File: config.mk
export PLATFORM = sky130hd
export DESIGN_NAME = pc_gen
export DESIGN_NICKNAME = d
export VERILOG_FILES = /design/src/rtl/pc_gen.sv
export SDC_FILE = /design/constraint.sdc
export NUM_CORES = 1
export LEC_CHECK = 0
export BUFFER_PORTS_ARGS = -buffer_cell sky130_fd_sc_hd__buf_2
export CAP_MARGIN = 0
export CORE_MARGIN = 1
export CORE_UTILIZATION = 28
export DETAILED_ROUTE_END_ITERATION = 10
export PLACE_DENSITY = 0.56
export SLEW_MARGIN = 10
export SYNTH_ARGS = -nofsm -noshare
export SYNTH_HDL_FRONTEND = slang
export SYNTH_SLANG_ARGS = --single-unit
export TNS_END_PERCENT = 30
File: constraint.sdc
create_clock -name clk_i -period 5.8 [get_ports clk_i]
set_input_delay 0.29 -clock clk_i [delete_from_list [all_inputs] [get_ports clk_i]]
set_output_delay 0.29 -clock clk_i [all_outputs]
set_load 0.01 [all_outputs]
File: src/rtl/pc_gen.sv
`default_nettype none
// ============================================================================
// Module   : pc_gen
// Brief    : Fetch program-counter generator. Presents a valid/ready fetch
//            request, steps on accepted fetches, and takes prioritised
//            redirects, buffering them across stalls. Supports halt/wake.
// Revision : 1.0 - initial release
// ============================================================================
module pc_gen #(
    parameter int              XLEN      = 32,
    parameter logic [XLEN-1:0] RESET_VEC = XLEN'(32'h4000_0000),
    parameter int              STEP      = 4,
    parameter int              NUM_REDIR = 2
) (
    input  logic                      clk_i,
    input  logic                      rst_n_i,
    input  logic [NUM_REDIR-1:0]      redir_valid_i,
    input  logic [NUM_REDIR*XLEN-1:0] redir_target_i,
    input  logic                      stall_i,
    input  logic                      halt_i,
    input  logic                      fetch_ready_i,
    output logic                      fetch_valid_o,
    output logic [XLEN-1:0]           fetch_pc_o,
    output logic                      misalign_o
);

    localparam logic [XLEN-1:0] c_LOW_MASK = XLEN'(STEP - 1);
    localparam logic [XLEN-1:0] c_STEP     = XLEN'(STEP);

    typedef enum logic [1:0] {
        S_BOOT = 2'd0,
        S_RUN  = 2'd1,
        S_HALT = 2'd2
    } state_t;

    state_t          r_state;
    logic [XLEN-1:0] r_pc;
    logic [XLEN-1:0] r_pend_tgt;
    logic            r_pend;
    logic            r_valid;
    logic            r_misalign;

    logic [XLEN-1:0] w_tgt_arr [NUM_REDIR];
    logic            w_any_redir;
    logic [XLEN-1:0] w_sel_tgt;
    logic [XLEN-1:0] w_load_src;
    logic [XLEN-1:0] w_load_pc;
    logic            w_load_mis;
    logic            w_fire;

    generate
        for (genvar k = 0; k < NUM_REDIR; k++) begin : g_unpack
            assign w_tgt_arr[k] = redir_target_i[k*XLEN +: XLEN];
        end
    endgenerate

    // Scan from the highest index down so the lowest requesting channel wins.
    always_comb begin
        w_sel_tgt = '0;
        for (int k = NUM_REDIR - 1; k >= 0; k--) begin
            if (redir_valid_i[k]) begin
                w_sel_tgt = w_tgt_arr[k];
            end
        end
    end

    assign w_any_redir = |redir_valid_i;
    assign w_load_src  = w_any_redir ? w_sel_tgt : r_pend_tgt;
    assign w_load_pc   = w_load_src & ~c_LOW_MASK;
    assign w_load_mis  = |(w_load_src & c_LOW_MASK);
    assign w_fire      = r_valid & fetch_ready_i;

    always_ff @(posedge clk_i or negedge rst_n_i) begin
        if (!rst_n_i) begin
            r_state    <= S_BOOT;
            r_pc       <= RESET_VEC;
            r_pend     <= 1'b0;
            r_pend_tgt <= '0;
            r_valid    <= 1'b0;
            r_misalign <= 1'b0;
        end else begin
            r_misalign <= 1'b0;
            case (r_state)
                S_BOOT: begin
                    r_state <= S_RUN;
                    r_valid <= 1'b1;
                end
                S_RUN, S_HALT: begin
                    if (stall_i) begin
                        // Raw target is kept so alignment is judged when it is applied.
                        if (w_any_redir) begin
                            r_pend     <= 1'b1;
                            r_pend_tgt <= w_sel_tgt;
                        end
                        if (r_state == S_RUN && halt_i && !w_any_redir && !r_pend) begin
                            r_state <= S_HALT;
                            r_valid <= 1'b0;
                        end
                    end else if (w_any_redir || r_pend) begin
                        r_pc       <= w_load_pc;
                        r_misalign <= w_load_mis;
                        r_pend     <= 1'b0;
                        r_state    <= S_RUN;
                        r_valid    <= 1'b1;
                    end else if (r_state == S_RUN) begin
                        if (w_fire) begin
                            r_pc <= r_pc + c_STEP;
                        end
                        if (halt_i) begin
                            r_state <= S_HALT;
                            r_valid <= 1'b0;
                        end
                    end
                end
                default: begin
                    r_state <= S_BOOT;
                    r_valid <= 1'b0;
                end
            endcase
        end
    end

    assign fetch_valid_o = r_valid;
    assign fetch_pc_o    = r_pc;
    assign misalign_o    = r_misalign;

endmodule
`default_nettype wire

Word-level counts from Yosys, hierarchy flattened
Index checks and enable logic that the tools add are counted.

Eq/ne operators: 6. Bitwise operators: 2. Add/subtract/negate cells: 1. Reduce and logical (&&, ||, !) cells: 17. Mux-type cells: 24.

Operators with widths (count): $mux 32 (6); $add 32x3->32 const B (1); $mux 1 (11); $mux 2 (5); $ne 4x4->1 const B (2); $reduce_and 3->1 (2); $reduce_bool 2->1 (3); $reduce_or 2->1 (3); $pmux 2 s2 (1); $reduce_and 4->1 (1); $logic_and 1x1->1 (3); $ne 3x3->1 const B (1); $eq 2x1->1 const B (1); $eq 2x2->1 const B (1); $logic_not 1->1 (2); $logic_not 2->1 (1); $ne 2x1->1 const B (1); $pmux 1 s2 (1); $reduce_and 2->1 (1); $and 1x1->1 (1); $logic_or 1x1->1 (1); $not 1->1 (1).

Word-level logic and storage cells: 56. Register bits after elaboration: 69. Output and inout bits: 34. Input bits: 71.

Depth between registers and ports, before layout
Depth in word-level cells: 7. Depth in mapped cells: 8. Gate-level depth less buffers: 7.

Worst setup path after synthesis
No wires, ideal clock.

Kind: register -> register. Start point: register r_state[0]. End point: register r_pc[25], in the netlist fetch_pc_o[25]. Slack: 3.724 ns. Data arrival time: 1.950 ns. Required time: 5.674 ns. Clock period less this slack: 2.076 ns. Cell stages (with the launch flop): 8. Setup time: 0.126 ns. Buffers on the path: 1. Cells stage by stage: dfrtp_1 -> inv_1 -> ha_1 -> nand2b_1 -> nor2_1 -> nor2_2 -> buf_2 -> a221o_1.

Longest elaborated chain between the ends: 3. Elaborated cells between the ends (all ways): 5. Those cells by class: eq/ne: 2; reduce/logical: 3.

RTL lines: start, declared (line 36) `state_t r_state;`; start signal, assigned (line 75) `r_state <= S_BOOT;`; start signal, assigned (line 85) `r_state <= S_RUN;`; start signal, assigned (line 96) `r_state <= S_HALT;`; $eq 2x1->1 or $eq 2x2->1 (tied branches) (line 83, 105); $reduce_bool 2->1 (no line) or $reduce_or 2->1 (tied branches); $reduce_and 4->1 (no line) (*); end signal, assigned (line 100) `r_pc <= w_load_pc;`; end signal, assigned (line 107) `r_pc <= r_pc + c_STEP;`; end, declared (line 37) `logic [XLEN-1:0] r_pc;`.

Mark *: on every way between the ends. The rest lies on a longest branch, timed or not. A chain may end at the register's enable or synchronous reset.

Final worst setup path
Same ends and word-level chain as after synthesis.

==> flow_summary.toml <==
[run_status]
outcome = "complete, no violations"

[power_and_ir_drop]
peakVddDrop_mv = 0.164
power_uw = 2400
leakage_uw = 0.00223
power.internal_uw = 1420
seqPwrFrac_pct = 39.0
swShare_pct = 40.6
p_comb_share_pct = 37.9
switchingPower_uw = 974
p_clk_share_pct = 23.1
pwr_density_cell_nw_per_um2 = 477

[worst_setup_path]
reg2reg_slack_ns = 3.13
r2r_start = "r_state[0]"
required_ns = 6.01
max_stage_delay_ns = 0.83
worstSetupPathType = "reg2reg"
cp_max_fo = 26
end_kind = "flop"
critPathBufInv = 1
timing.rr.end = "fetch_pc_o[25]"
critPathLaunch = "r_state[0]"
start_kind = "flop"
crit_arrival_ns = 2.88
crit_family = "simple AND/OR/NAND/NOR gates"
path_cells = "inv_1, ha_1, nand2b_1, nor2_1, nor2_2, o32ai_1, a221o_1"
cp.depth = 7
crit_end = "fetch_pc_o[25]"
rr_worst_depth = 7
slowest_stage = "nor2_2"

[clock_tree]
cts_root_buffer = "clkbuf_16"
htreeDepth = 3
post_cts_buffers = 0
clock_latency_ns = 0.33
ctsHoldBuffers = 0
cts_made_buffers = 9
cts.sinks = 66
clkTransAtPathRegs_ns = 0.05
tritoncts = "built"
cts_buffer_depth = 2
cts_resized = 0

[timing]
min_period_over_period_pct = 46.0
final_max_slew_viol_count = 0
tns_ns = 0
tightest_slew_ns = 1.11
skew_ns = 0.00810
hold_ws_ns = 0.163
timing.slew.headroom_pct = 26.3
rsz0062_at_grt = "false"
maxClockFrequency_mhz = 375
fin_crit_ns = 2.67
setup_viol = 0
layout_setup_ws_ns = 3.13
hold_viol = 0

[logic_synthesis]
synth-async-reset-ratio_pct = 100
synth.distinct_cells = 50
synth-main-ff-cell = "dfrtp_1"
synth_edf_count = 0
seq_area_frac_synth_pct = 40.2
synth_seq_cells = 66
netlist_instances = 486
synth_warnings = 0
postSynthAreaPerCell_um2 = 8.45
syn_area_um2 = 4110

[place]
place_congestion = 0.783
place_ws_ns = 3.14
hpwl_mm = 9.14
io_buffer_count = 102

[floorplan]
initial_core_util_pct = 29.1
die_area_um2 = 15200
core_area_um2 = 14100
pin_count = 105
rows = 43
die_w_um = 123
die_y_um = 123

[finish]
area_delta_synth_final_pct = 22.5
final_cell_mix = "buf_2 (102), dfrtp_1 (65), nand2_1 (53)"
nets = 641
drive_above_1_share_pct = 24.2
diodes = 0
layout_commonest_cell = "buf_2"
n_fill_cell = 1489

[routing]
ant_nets = 0
dr.pass1.iters = 4
drtIter0Drc = 267
wl_per_cell_um = 17.1
drc_errors = 0
via_per_inst = 5.28
vias = 3966
drt_wl_total_mm = 12.8

[global_routing]
grt_pass1_wl_mm = 20.1
grt_usage_pct = 17.3
grt.met3_usage_pct = 4.20
grt.busiest_layer = "met2"
antenna_found_initial = 0
grt.met2_usage_pct = 26.6
grt_use_met1_pct = 24.1
grt_max_degree = 71
grt-ovfl-total = 0
grt_pass1_vias = 3734

[run]
maxCapViolations = 0

[hold_path]
hp-class = "in2async"
-- layout make-up --
type                       instances  area [µm²]  area share [%]
clock buffer                      14         264            5.25
sequential                        66        1650            32.9
inverter                          10        37.5           0.746
timing repair buffer             108         556            11.0
clock inverter                     2        35.0           0.696
multi-input combinational        371        2260            44.9
tap                              180         225            4.48
-- metrics by stage --
step	cell area [µm²]	std cells	util, %
after floorplan	4110	487	-
after global placement	4730	735	33.6
after detailed placement	4730	735	33.6
after CTS	5030	751	35.7
after global routing	5030	751	35.7
final	5030	751	35.7
-- synthesized netlist by cell type (8+ instances only) --
library cell	instances	area share [%]
dfrtp_1	65	40
a21oi_1	53	6.5
nand2_1	53	4.8
o21ai_0	47	5.7
nor2_1	36	3.3
mux2i_1	25	6.1
clkbuf_1	24	2.2
nand3_1	15	1.8
a31oi_1	12	1.8
inv_1	10	0.91
nor2b_1	10	1.5
nor3_1	10	1.2
a22oi_1	9	1.6
buf_1	9	0.82
nand4_1	8	1.2
-- worst min path at each step --
stage | cells past startpoint | start | endpoint
4_1_cts | 2 | rst_n_i | r_pend_tgt[1]
3_5_place_dp | 2 | r_pend_tgt[29] | r_pend_tgt[29]
6_report | 2 | rst_n_i | r_pend_tgt[1]
3_3_place_gp | 2 | r_pend_tgt[8] | r_pend_tgt[8]
2_1_floorplan | 0 | rst_n_i | fetch_pc_o[10]
5_1_grt | 3 | redir_target_i[0] | r_pend_tgt[0]
-- kinds of logic (layout without fill, tap and decap cells) --
| family | Yosys count | after routing | share of synthesized area [%] |
|---|---|---|---|
| AO/OA/AOI/OAI | 170 | 170 | 25.4 |
| adder cells (fa/ha/maj) | 4 | 4 | 1.22 |
| buffers and inverters | 50 | 134 | 4.90 |
| flip-flops | 66 | 66 | 40.2 |
| multiplexers | 32 | 32 | 8.01 |
| other | 1 | 2 | 0.0913 |
| AND/OR/NAND/NOR | 163 | 163 | 20.1 |
-- per-layer routing --
layer | wire (µm) | vias up
met5 | 0 | -
met4 | 117 | 0
met3 | 683 | 10
met2 | 5870 | 95
met1 | 6140 | 1912
li1 | - | 1949
-- power groups by stage --
| stage | Combinational, µW | Sequential, µW | Clock [µW] |
|---|---|---|---|
| final | 908 | 935 | 554 |
| after global placement | 899 | 923 | 0 |
| after CTS | 920 | 931 | 564 |
| after detailed placement | 915 | 935 | 0 |
| after global routing | 1020 | 970 | 580 |
| after floorplan | 589 | 903 | 0 |
-- registers in the layout, indices dropped and copies added, names as in the netlist --
name        count
r_pend_tgt     32
fetch_pc_o     30
r_state         2
misalign_o      1
r_pend          1
(Power assumes the default switching activity.)
